==> src/rtl/lfsr_pkg.sv <==
// Shared types and default feedback masks for the LFSR random source.
package lfsr_pkg;

    // Word-generation sequencer states.
    typedef enum logic [1:0] {
        IDLE  = 2'd0,
        SHIFT = 2'd1,
        DONE  = 2'd2
    } fsm_t;

    // Maximal-length Fibonacci feedback masks (bit i set => state[i] feeds the XOR).
    localparam logic [3:0]  TAPS_4  = 4'hC;
    localparam logic [7:0]  TAPS_8  = 8'hB8;
    localparam logic [15:0] TAPS_16 = 16'hB400;
    localparam logic [31:0] TAPS_32 = 32'h80200003;

endpackage

==> src/rtl/lfsr_core.sv <==
// Fibonacci LFSR state register with step, seed load and zero-seed recovery.
// The feedback bit is exported so the word generator can capture the bit
// that enters the register on each step.
module lfsr_core #(
    parameter int               WIDTH = 16,
    parameter logic [WIDTH-1:0] TAPS  = 16'hB400,
    parameter logic [WIDTH-1:0] SEED  = 16'h0001
) (
    input  logic             clk,
    input  logic             rst_n,
    input  logic             step,
    input  logic             load,
    input  logic [WIDTH-1:0] seed_in,
    output logic [WIDTH-1:0] state,
    output logic             fb,
    output logic             seed_fix
);

    // Feedback is the parity of the tapped state bits.
    assign fb = ^(state & TAPS);

    // Load has priority over step; a zero seed would lock the LFSR so it is
    // replaced by SEED and flagged for one cycle.
    always_ff @(posedge clk or negedge rst_n) begin
        if (!rst_n) begin
            state    <= SEED;
            seed_fix <= 1'b0;
        end else begin
            seed_fix <= 1'b0;
            if (load) begin
                if (seed_in == '0) begin
                    state    <= SEED;
                    seed_fix <= 1'b1;
                end else begin
                    state <= seed_in;
                end
            end else if (step) begin
                state <= {state[WIDTH-2:0], fb};
            end
        end
    end

endmodule

==> src/rtl/lfsr_word_gen.sv <==
// LFSR random source with a serial on-demand word interface.
// Free-runs under 'en' while idle; a 'req' collects OUT_W feedback bits,
// one per clock, into rnd_out and pulses 'valid' for one cycle.
//
// Handshake: 'req' is sampled only in IDLE or DONE (busy=0). An accepted
// req raises busy on the next cycle; valid is a single-cycle pulse that
// coincides with rnd_out updating. There is no back-pressure and no
// queuing: req while busy is ignored. seed_load aborts any word in progress.
module lfsr_word_gen
    import lfsr_pkg::*;
#(
    parameter int               WIDTH = 16,
    parameter logic [WIDTH-1:0] TAPS  = 16'hB400,
    parameter logic [WIDTH-1:0] SEED  = 16'h0001,
    parameter int               OUT_W = 4
) (
    input  logic             clk,
    input  logic             rst_n,
    input  logic             en,
    input  logic             seed_load,
    input  logic [WIDTH-1:0] seed_in,
    input  logic             req,
    output logic             busy,
    output logic             valid,
    output logic [OUT_W-1:0] rnd_out,
    output logic [WIDTH-1:0] state_out,
    output logic             seed_fix
);

    localparam int CW = $clog2(OUT_W + 1);
    localparam logic [CW-1:0] CNT_LAST = CW'(OUT_W - 1);

    // Sequencer state, kept as a plain named signal so checkers can bind to it.
    fsm_t             fsm_q;
    logic [CW-1:0]    cnt;
    logic [OUT_W-1:0] rnd_sr;
    logic [OUT_W-1:0] sr_next;
    logic             fb;
    logic             step;

    // Advance in SHIFT every cycle; in IDLE only when free-running and no
    // request is being accepted. Never in DONE, never on a reseed.
    always_comb begin
        step = 1'b0;
        if (!seed_load) begin
            if (fsm_q == SHIFT) begin
                step = 1'b1;
            end else if (fsm_q == IDLE && !req && en) begin
                step = 1'b1;
            end
        end
    end

    // Next word shift-register value: the feedback bit enters at the LSB.
    generate
        if (OUT_W == 1) begin : g_sr_one
            assign sr_next = fb;
        end else begin : g_sr_multi
            assign sr_next = {rnd_sr[OUT_W-2:0], fb};
        end
    endgenerate

    lfsr_core #(
        .WIDTH (WIDTH),
        .TAPS  (TAPS),
        .SEED  (SEED)
    ) u_core (
        .clk      (clk),
        .rst_n    (rst_n),
        .step     (step),
        .load     (seed_load),
        .seed_in  (seed_in),
        .state    (state_out),
        .fb       (fb),
        .seed_fix (seed_fix)
    );

    // Word sequencer: counts OUT_W shift steps, publishes the word, then
    // either restarts on a held req or returns to IDLE.
    always_ff @(posedge clk or negedge rst_n) begin
        if (!rst_n) begin
            fsm_q   <= IDLE;
            cnt     <= '0;
            rnd_sr  <= '0;
            rnd_out <= '0;
            busy    <= 1'b0;
            valid   <= 1'b0;
        end else begin
            valid <= 1'b0;
            if (seed_load) begin
                fsm_q <= IDLE;
                cnt   <= '0;
                busy  <= 1'b0;
            end else begin
                case (fsm_q)
                    IDLE: begin
                        if (req) begin
                            fsm_q <= SHIFT;
                            cnt   <= '0;
                            busy  <= 1'b1;
                        end
                    end
                    SHIFT: begin
                        rnd_sr <= sr_next;
                        if (cnt == CNT_LAST) begin
                            fsm_q   <= DONE;
                            cnt     <= '0;
                            rnd_out <= sr_next;
                            valid   <= 1'b1;
                            busy    <= 1'b0;
                        end else begin
                            cnt <= cnt + CW'(1);
                        end
                    end
                    DONE: begin
                        if (req) begin
                            fsm_q <= SHIFT;
                            cnt   <= '0;
                            busy  <= 1'b1;
                        end else begin
                            fsm_q <= IDLE;
                        end
                    end
                    default: begin
                        fsm_q <= IDLE;
                        cnt   <= '0;
                        busy  <= 1'b0;
                    end
                endcase
            end
        end
    end

endmodule

==> config.mk <==
export PLATFORM = sky130hd
export DESIGN_NAME = lfsr_word_gen
export DESIGN_NICKNAME = d
export VERILOG_FILES = /design/src/rtl/lfsr_pkg.sv /design/src/rtl/lfsr_core.sv /design/src/rtl/lfsr_word_gen.sv
export SDC_FILE = /design/constraint.sdc
export NUM_CORES = 1
export LEC_CHECK = 0
export BUFFER_PORTS_ARGS = -buffer_cell sky130_fd_sc_hd__buf_2
export CAP_MARGIN = 20
export CORE_UTILIZATION = 30
export CTS_CLUSTER_DIAMETER = 80
export CTS_CLUSTER_SIZE = 14
export DETAILED_ROUTE_END_ITERATION = 10
export SETUP_SLACK_MARGIN = 0.3
export SYNTH_ARGS = -nofsm -noshare
export SYNTH_HDL_FRONTEND = slang
export SYNTH_SLANG_ARGS = --single-unit
==> constraint.sdc <==
create_clock -name clk -period 4.5 [get_ports clk]
set_clock_uncertainty 0.2 [all_clocks]
set_input_delay 1.125 -clock clk [delete_from_list [all_inputs] [get_ports clk]]
set_output_delay 1.125 -clock clk [all_outputs]
set_load 0.05 [all_outputs]
==> results.cfg, run 1 <==
[status]
status = complete, but fails checks
violations = design-rule violations

[run]
cap_violations = 0

[critical_path]
criticalPathCategory = input pin to register
cp.arrival_ns = 2.50
path_max_fanout = 24
cp-start-kind = input pin
crit_path_end_kind = register
required_ns = 4.52

[placed_design]
dpl.hpwl_mm = 2.118
io_buffers = 43
placed_cell_area_um2 = 1683
dpl_worst_slack_ns = 1.749
finalWeightedCongestion = 0.7065

[synth]
synth_top_area_cell = dfrtp_1
synth_top_area_share = 0.5245
synth-edff-count = 0
synth_fp_nets = 153
yosys_warnings = 0
synth.most_common_cell = dfrtp_1
syn_inst = 131
async_flop_share = 1.000
synthTopCellsByArea = dfrtp_1 (52%), mux2i_1 (10%), nand2_1 (6.3%)
syn_area_per_cell_um2 = 10.93
synth_commonest_cells = dfrtp_1 (30), nand2_1 (24), o21ai_0 (16)
ys_ff_latch = 31
ys_seq_area_frac = 0.5428
syn_area_um2 = 1431
yosysUniqueCellTypes = 31
synth_ff_type = dfrtp_1

[clock_network]
cts_tree = yes
postCtsSetupBuffers = 0
clockRootBuffer = clkbuf_8
cts_resized = 0
holdBufCountCts = 0
cts_max_level = 2
cts_buffers = 5
insertion_delay_ns = 0.28
cts.sinks = 31
cts_buffer_depth = 2
clkTransAtPathRegs_ns = 0.06

[sta]
setup_viol = 0
hold_viol = 0
drv_slew = 0
fin_hold_ws_ns = 0.2734
relSlewSlack = 0.5529
rsz0062_at_grt = no
tightest_slew_ns = 0.6707
fmax_mhz = 404.0
fin_crit_ns = 2.475
setup_tns_ns = 0
layout_setup_ws_ns = 2.025
period_share = 0.5501

[grt]
grt_pass1_wl_mm = 5.064
grt.total_usage = 0.1338
grt_overflow = 0
grt_start_max_net_pins = 33
grt_pass1_vias = 1029
antenna_found_initial = 0

[layout]
diodes = 0
nets = 198
fin_area_um2 = 1767
drive_gt1_frac = 0.3616
area_growth_pct = 23.43

[route]
routed_wl_mm = 2.930
ant_nets = 0
vias_per_cell = 4.734
route.detailed.drc = 1
vias = 1084
drtIter0Drc = 48
wire_per_inst_um = 12.79
first_pass_iters = 8

[die]
rows = 24
start_util = 0.3199
coreArea_um2 = 4474
io_pins = 44
die_area_um2 = 5052
die_height_um = 71.08
die_width_um = 71.08

[power_and_ir_drop]
power_density_nw_per_um2 = 512.0
worst_ir_drop_vdd_mv = 0.2831
power_leakage_nw = 0.8847
fin_total_pwr_w = 0.0009045

[worst_hold_path]
min_path_type = register to register
## state kept, by name, indices dropped and copies added, names as in the netlist
register	flops
u_core.state	16
rnd_out	4
cnt	3
rnd_sr	3
fsm_q	2
busy	1
u_core.seed_fix	1
valid	1
## cell type report
| cell class | count | area (um^2) |
|---|---|---|
| Fill cell | 437 | 2708 |
| Sequential cell | 31 | 777.0 |
| Multi-Input combinational cell | 91 | 606.8 |
| Timing Repair Buffer | 44 | 222.7 |
| Clock buffer | 5 | 68.82 |
| Tap cell | 52 | 65.06 |
| Clock inverter | 3 | 15.01 |
| Inverter | 3 | 11.26 |
## through the flow
step,utilization,cells
4_1_cts,0.3949,229
3_5_place_dp,0.3761,221
2_1_floorplan,-,131
3_3_place_gp,0.3761,221
6_report,0.3949,229
5_1_grt,0.3949,229
## layout by cell type, fill, tap and decap left out, drive strengths merged, types with 2 or more instances in the layout
cell type  synthesis  final
buf                5     44
dfrtp             30     30
nand2             24     24
o21ai             16     16
mux2i             15     15
nor2               9      9
mux2               5      5
clkbuf             1      5
clkinv             0      3
nor4               3      3
inv                3      3
a21oi              2      2
xnor2              2      2
nor3b              2      2
nand3b             2      2
## cells by family after synthesis
kind of cell	count (synthesis)	share of synthesized area
and+or+nand+nor	44	0.1591
xor gates and xnor gates	3	0.01836
muxes	20	0.1442
adders and majority gates	1	0.008740
DFF	31	0.5428
buffers and inverters	9	0.03321
AOI/OAI and AO/OA	23	0.09354
## worst max-delay path, cell delays in order
cell and delay (ns):
buf_2 0.49, nor4b_2 0.32, nand4_1 0.15, nor4_2 0.21, o31a_1 0.19
## worst paths after layout
check | slack, ns | end | cells past startpoint | from
max reg2reg | 2.85 | rnd_out[0] | 4 | fsm_q[1]
max in group asynchronous | 2.99 | u_core.state[6] | 1 | rst_n
max | 2.02 | u_core.state[0] | 5 | seed_load
min | 0.27 | rnd_out[3] | 2 | rnd_out[3]
min reg2reg | 0.27 | rnd_out[3] | 2 | rnd_out[3]
min in group asynchronous | 0.67 | busy | 1 | rst_n
## per-layer routing
layer  vias to the layer above  routed length (um)  share of wire  GRT usage
met2                        38                1281           0.44     0.1987
met3                         7                 212          0.072    0.05413
met4                         0                  48          0.016    0.05333
li1                        540                   -              -          -
met5                         -                   0              0          0
met1                       499                1387           0.47     0.1742
## power by group
part / switching (W) / internal [W]
combinational: 0.000222 / 0.0000929
clock: 0.000102 / 0.000106
sequential: 0.0000432 / 0.000338
Power figures use the tool's default switching activity.
==> run 2: changes to the inputs <==
Clock period 4.5 ns to 2.3 ns, I/O delays scaled along.
==> run 2 against run 1 <==
  * The run now ends clean
  * Register-to-register slack worse by 2.2 ns
  * Wire length is 0.17% lower
  * Sequential share of layout area is 0.77 points lower
  * Die area stayed put
  * Total power is 100% higher
  * Non-clock buffer count is 2 higher
  * Worst setup slack worse by 1.6 ns
  * Flip-flop and latch count stayed put
  * Combinational power is 95% higher
  * First-iteration DRC count is 8.3% lower
  * Critical path type is now register to primary output
  * Critical endpoint is now state_out[0]
==> results.cfg, run 2 (synthesis results as in run 1) <==
[sta]
setup_viol = 0
setup_tns_ns = 0
hold_viol = 0
relSlewSlack = 0.5466
fmax_mhz = 540.6
fin_hold_ws_ns = 0.1292
fin_crit_ns = 1.850
drv_slew = 0
period_share = 0.8043
rsz0062_at_grt = no
tightest_slew_ns = 0.6800

[critical_path]
crit_path_end_kind = primary output
critPathSlowestCell = dfstp_2
worstReg2RegEnd = rnd_out[0]
criticalPathCategory = register to primary output
max_stage_delay_ns = 0.54
reg2reg_depth = 4
path_delay_family = flip-flops
critPathBufInv = 1
cp_cell_sequence = buf_2
r2r_setup_slack_ns = 0.63
cp-start-kind = register
required_ns = 1.52
r2r-start = fsm_q[1]
cp.arrival_ns = 1.07
path_max_fanout = 3

[layout]
fillers = 455
largest_reg_flops = 16
diodes = 0
nets = 200
regMostFlops = u_core.state
register_area_um2 = 777.0
reg_top3 = u_core.state x16, rnd_out x4
drive_gt1_frac = 0.3631
multi_input_area_um2 = 606.8
final_cell_mix = buf_2 (43), dfrtp_1 (30), nand2_1 (24)
mostFrequentLayoutCell = buf_2
area_growth_pct = 25.61

[grt]
grt.total_usage = 0.1350
antenna_found_initial = 0
grt_pass1_wl_mm = 5.161
grt_overflow = 0
grt_pass1_vias = 1110
grt_start_max_net_pins = 33

[die]
start_util = 0.3199
die_area_um2 = 5052
io_pins = 44
rows = 24
coreArea_um2 = 4474
die_width_um = 71.08
die_height_um = 71.08

[power_and_ir_drop]
power_leakage_nw = 0.8982
combPwrFrac = 0.334
power_switching_w = 0.0007148
clockPowerShare = 0.257
seq_power_share = 0.408
power_density_nw_per_um2 = 1020
worst_ir_drop_vdd_mv = 0.3574
p_sw_frac = 0.3899
p_int_w = 0.001118

[clock_network]
cts.sinks = 31
holdBufCountCts = 0
cts_buffer_depth = 2
insertion_delay_ns = 0.28
cts_tree = yes
clockRootBuffer = clkbuf_8
cts_buffers = 5
cts_max_level = 2
clkTransAtPathRegs_ns = 0.07
cts_resized = 0
postCtsSetupBuffers = 0

[status]
status = finished, final reports clean

[run]
cap_violations = 0

[route]
vias_per_cell = 4.723
wire_per_inst_um = 12.66
vias = 1091
ant_nets = 0
first_pass_iters = 6
drtIter0Drc = 44
route.detailed.drc = 0
routed_wl_mm = 2.925

[placed_design]
dpl.hpwl_mm = 2.130
io_buffers = 43
finalWeightedCongestion = 0.7784

[worst_hold_path]
min_path_type = input pin to async pin
-- run 2: area by class of cell --
type / count / area share
Inverter: 3 / 0.006263
Multi-Input combinational cell: 91 / 0.3375
Sequential cell: 31 / 0.4322
Clock buffer: 8 / 0.05567
Tap cell: 52 / 0.03619
Timing Repair Buffer: 46 / 0.1322
-- run 2: power groups by stage --
stage,Sequential (W),Combinational [W],Clock (W)
floorplan,0.00101,0.000197,0
global placement,0.000759,0.000616,0
detailed placement,0.000756,0.000623,0
CTS,0.000751,0.000621,0.000485
global route,0.000767,0.000663,0.000517
finish,0.000749,0.000613,0.000472
-- run 2: per-layer routing --
layer  up-vias  wire, um  track usage
met5         -         0            0
met4         0        48      0.04667
met3         6       170      0.05413
met2        37      1238       0.1998
met1       506      1469       0.1798
li1        542         -            -
-- run 2: worst max path at each step --
| stage | start | to | slack, ns | depth (start not counted) |
|---|---|---|---|---|
| final | u_core.state[0] | state_out[0] | 0.45 | 1 |
| after global placement | seed_load | rnd_out[0] | 0.34 | 5 |
| after CTS | u_core.state[0] | state_out[0] | 0.43 | 1 |
| after floorplan | seed_load | rnd_out[0] | 0.45 | 5 |
| after detailed placement | seed_load | rnd_out[0] | 0.31 | 5 |
| after global routing | u_core.state[0] | state_out[0] | 0.41 | 1 |
-- run 2: per-stage QoR --
step,instance area (um^2),power [W],utilization,setup WS (ns),std cells
5_1_grt,1798,0.001947,0.4018,0.4118,231
6_report,1798,0.001833,0.4018,0.4501,231
3_3_place_gp,1698,0.001376,0.3795,0.3433,223
4_1_cts,1798,0.001857,0.4018,0.4301,231
2_1_floorplan,1431,0.001211,-,0.4477,131
3_5_place_dp,1698,0.001379,0.3795,0.3051,223
==> run 3: changes to the inputs <==
Clock period 2.3 ns to 1.8 ns, I/O delays scaled along.
==> run 3 against run 2 <==
  * The run now ends with design-rule violations left
  * Register-to-register slack got worse by 0.40 ns
  * Non-clock buffer count increased by 38
  * Utilization increased by 16 points
  * Sequential power increased by 32%
==> results.cfg, run 3 (synthesis results as in run 1) <==
[clock_network]
cts_tree = yes
cts_buffers = 5
cts_buffer_depth = 2
cts_max_level = 2
clockRootBuffer = clkbuf_8
insertion_delay_ns = 0.28
cts.sinks = 31
clkTransAtPathRegs_ns = 0.07

[worst_hold_path]
hp-start = seed_in[1]
worst_hold_path.num_cells = 2
worstHoldEndpoint = u_core.seed_fix
min_path_type = input pin to register

[critical_path]
worstReg2RegEnd = u_core.state[0]
max_stage_delay_ns = 0.56
cp-start-kind = register
critPathSlowestCell = dfstp_2
cp.arrival_ns = 0.99
r2r_setup_slack_ns = 0.23
crit_path_end_kind = primary output
cp_cell_sequence = buf_8
r2r-start = u_core.state[15]
path_delay_family = flip-flops
critPathBufInv = 1
required_ns = 1.15
path_max_fanout = 2
criticalPathCategory = register to primary output
reg2reg_depth = 4

[layout]
reg_top3 = u_core.state x16, rnd_out x4
regMostFlops = u_core.state
drive_gt1_frac = 0.6498
stdcell_count = 269
final_util = 0.5635
largest_reg_flops = 16
fillers = 378
multi_input_area_um2 = 785.8
final_cell_mix = buf_4 (31), buf_6 (26), dfrtp_1 (25)
area_growth_pct = 76.14
mostFrequentLayoutCell = buf_4
fin_area_um2 = 2521
register_area_um2 = 783.3
diodes = 0
nets = 238

[grt]
grt_use_met1 = 0.1960
grt_use_met3 = 0.03846
grt_pass1_vias = 1287
top_usage_layer = met2
grt_util_met2 = 0.2457
grt_start_max_net_pins = 33
antenna_found_initial = 0
grt_overflow = 0
grt_pass1_wl_mm = 5.892
grt.total_usage = 0.1517

[power_and_ir_drop]
worst_ir_drop_vdd_mv = 0.7588
power_switching_w = 0.001112
combPwrFrac = 0.445
power_density_nw_per_um2 = 1215
clockPowerShare = 0.233
power_leakage_nw = 1.297
seq_power_share = 0.322
p_int_w = 0.001951
p_sw_frac = 0.3630

[status]
status = complete, but fails checks
violations = design-rule violations

[route]
vias_per_cell = 4.836
first_pass_iters = 10
route.detailed.drc = 4
wire_per_inst_um = 14.61
routed_wl_mm = 3.929
ant_nets = 0
drtIter0Drc = 41
vias = 1301

[placed_design]
io_buffers = 43
dpl.hpwl_mm = 2.259
finalWeightedCongestion = 0.7360
dp_cells = 226
placed_cell_area_um2 = 1765

[sta]
fin_crit_ns = 1.637
relSlewSlack = 0.6996
drv_slew = 0
setup_tns_ns = 0
hold_viol = 0
fmax_mhz = 611.0
tightest_slew_ns = 0.4507
rsz0062_at_grt = yes
setup_viol = 0
period_share = 0.9093

[die]
coreArea_um2 = 4474
die_height_um = 71.08
rows = 24
die_area_um2 = 5052
die_width_um = 71.08
io_pins = 44
start_util = 0.3199

[run]
cap_violations = 0
[run 3: cell types whose count changed in the layout (fill, tap and decap cells not counted), moves of 5 or more]
cell / change
buf_4: +28
buf_6: +26
buf_2: -23
o21ai_0: -16
nand2_1: -15
o21ai_2: +12
nand2_2: +8
nand2_4: +7
dfrtp_1: -5
dfrtp_2: +5
[run 3: layout make-up]
| class | count | area share |
|---|---|---|
| clock buffers | 6 | 0.03275 |
| clock inverters | 2 | 0.01390 |
| inverters | 3 | 0.005459 |
| multi-input cells | 91 | 0.3117 |
| flip-flops and latches | 31 | 0.3107 |
| well taps | 52 | 0.02581 |
| repair buffers | 84 | 0.2998 |
[run 3: layer usage]
layer	wire [um]	part of all wire	vias to the layer above
met3	152	0.039	5
met4	42	0.011	0
met5	0	0	-
li1	-	-	621
met2	2052	0.52	32
met1	1681	0.43	643
[run 3: timing repair]
item	in CTS	in global routing
endpoints found under the hold margin	16	0
pin swaps	4	21
gates cloned	0	3
buffers inserted	17	14
hold buffers	1	0
endpoints found under the setup margin	45	47
gates resized for setup	53	60
[run 3: worst max-delay path by stage]
stage	from	end	slack (ns)	cells after the start
detailed placement	seed_load	u_core.state[0]	0.04	5
CTS	u_core.state[0]	state_out[0]	0.15	1
global placement	seed_in[4]	u_core.state[0]	0.05	5
finish	u_core.state[0]	state_out[0]	0.16	1
floorplan	seed_load	rnd_out[0]	0.13	5
global route	u_core.state[0]	state_out[0]	0.14	1
[run 3: power by group through the flow]
stage | sequential [W] | combinational [W] | clock (W)
2_1_floorplan | 0.00130 | 0.000256 | 0
3_3_place_gp | 0.000972 | 0.000808 | 0
3_5_place_dp | 0.000969 | 0.000818 | 0
4_1_cts | 0.000976 | 0.00113 | 0.000727
5_1_grt | 0.00101 | 0.00144 | 0.000758
6_report | 0.000986 | 0.00136 | 0.000712
[run 3: stage by stage]
step                      power (W)  worst slack, ns  hold slack, ns
after floorplan            0.001556           0.1334        -0.04559
after detailed placement   0.001787          0.04196          0.2197
final                      0.003063           0.1633          0.1546
after global routing       0.003205           0.1390          0.1536
after global placement     0.001780          0.05000          0.2224
after CTS                  0.002835           0.1512          0.1486
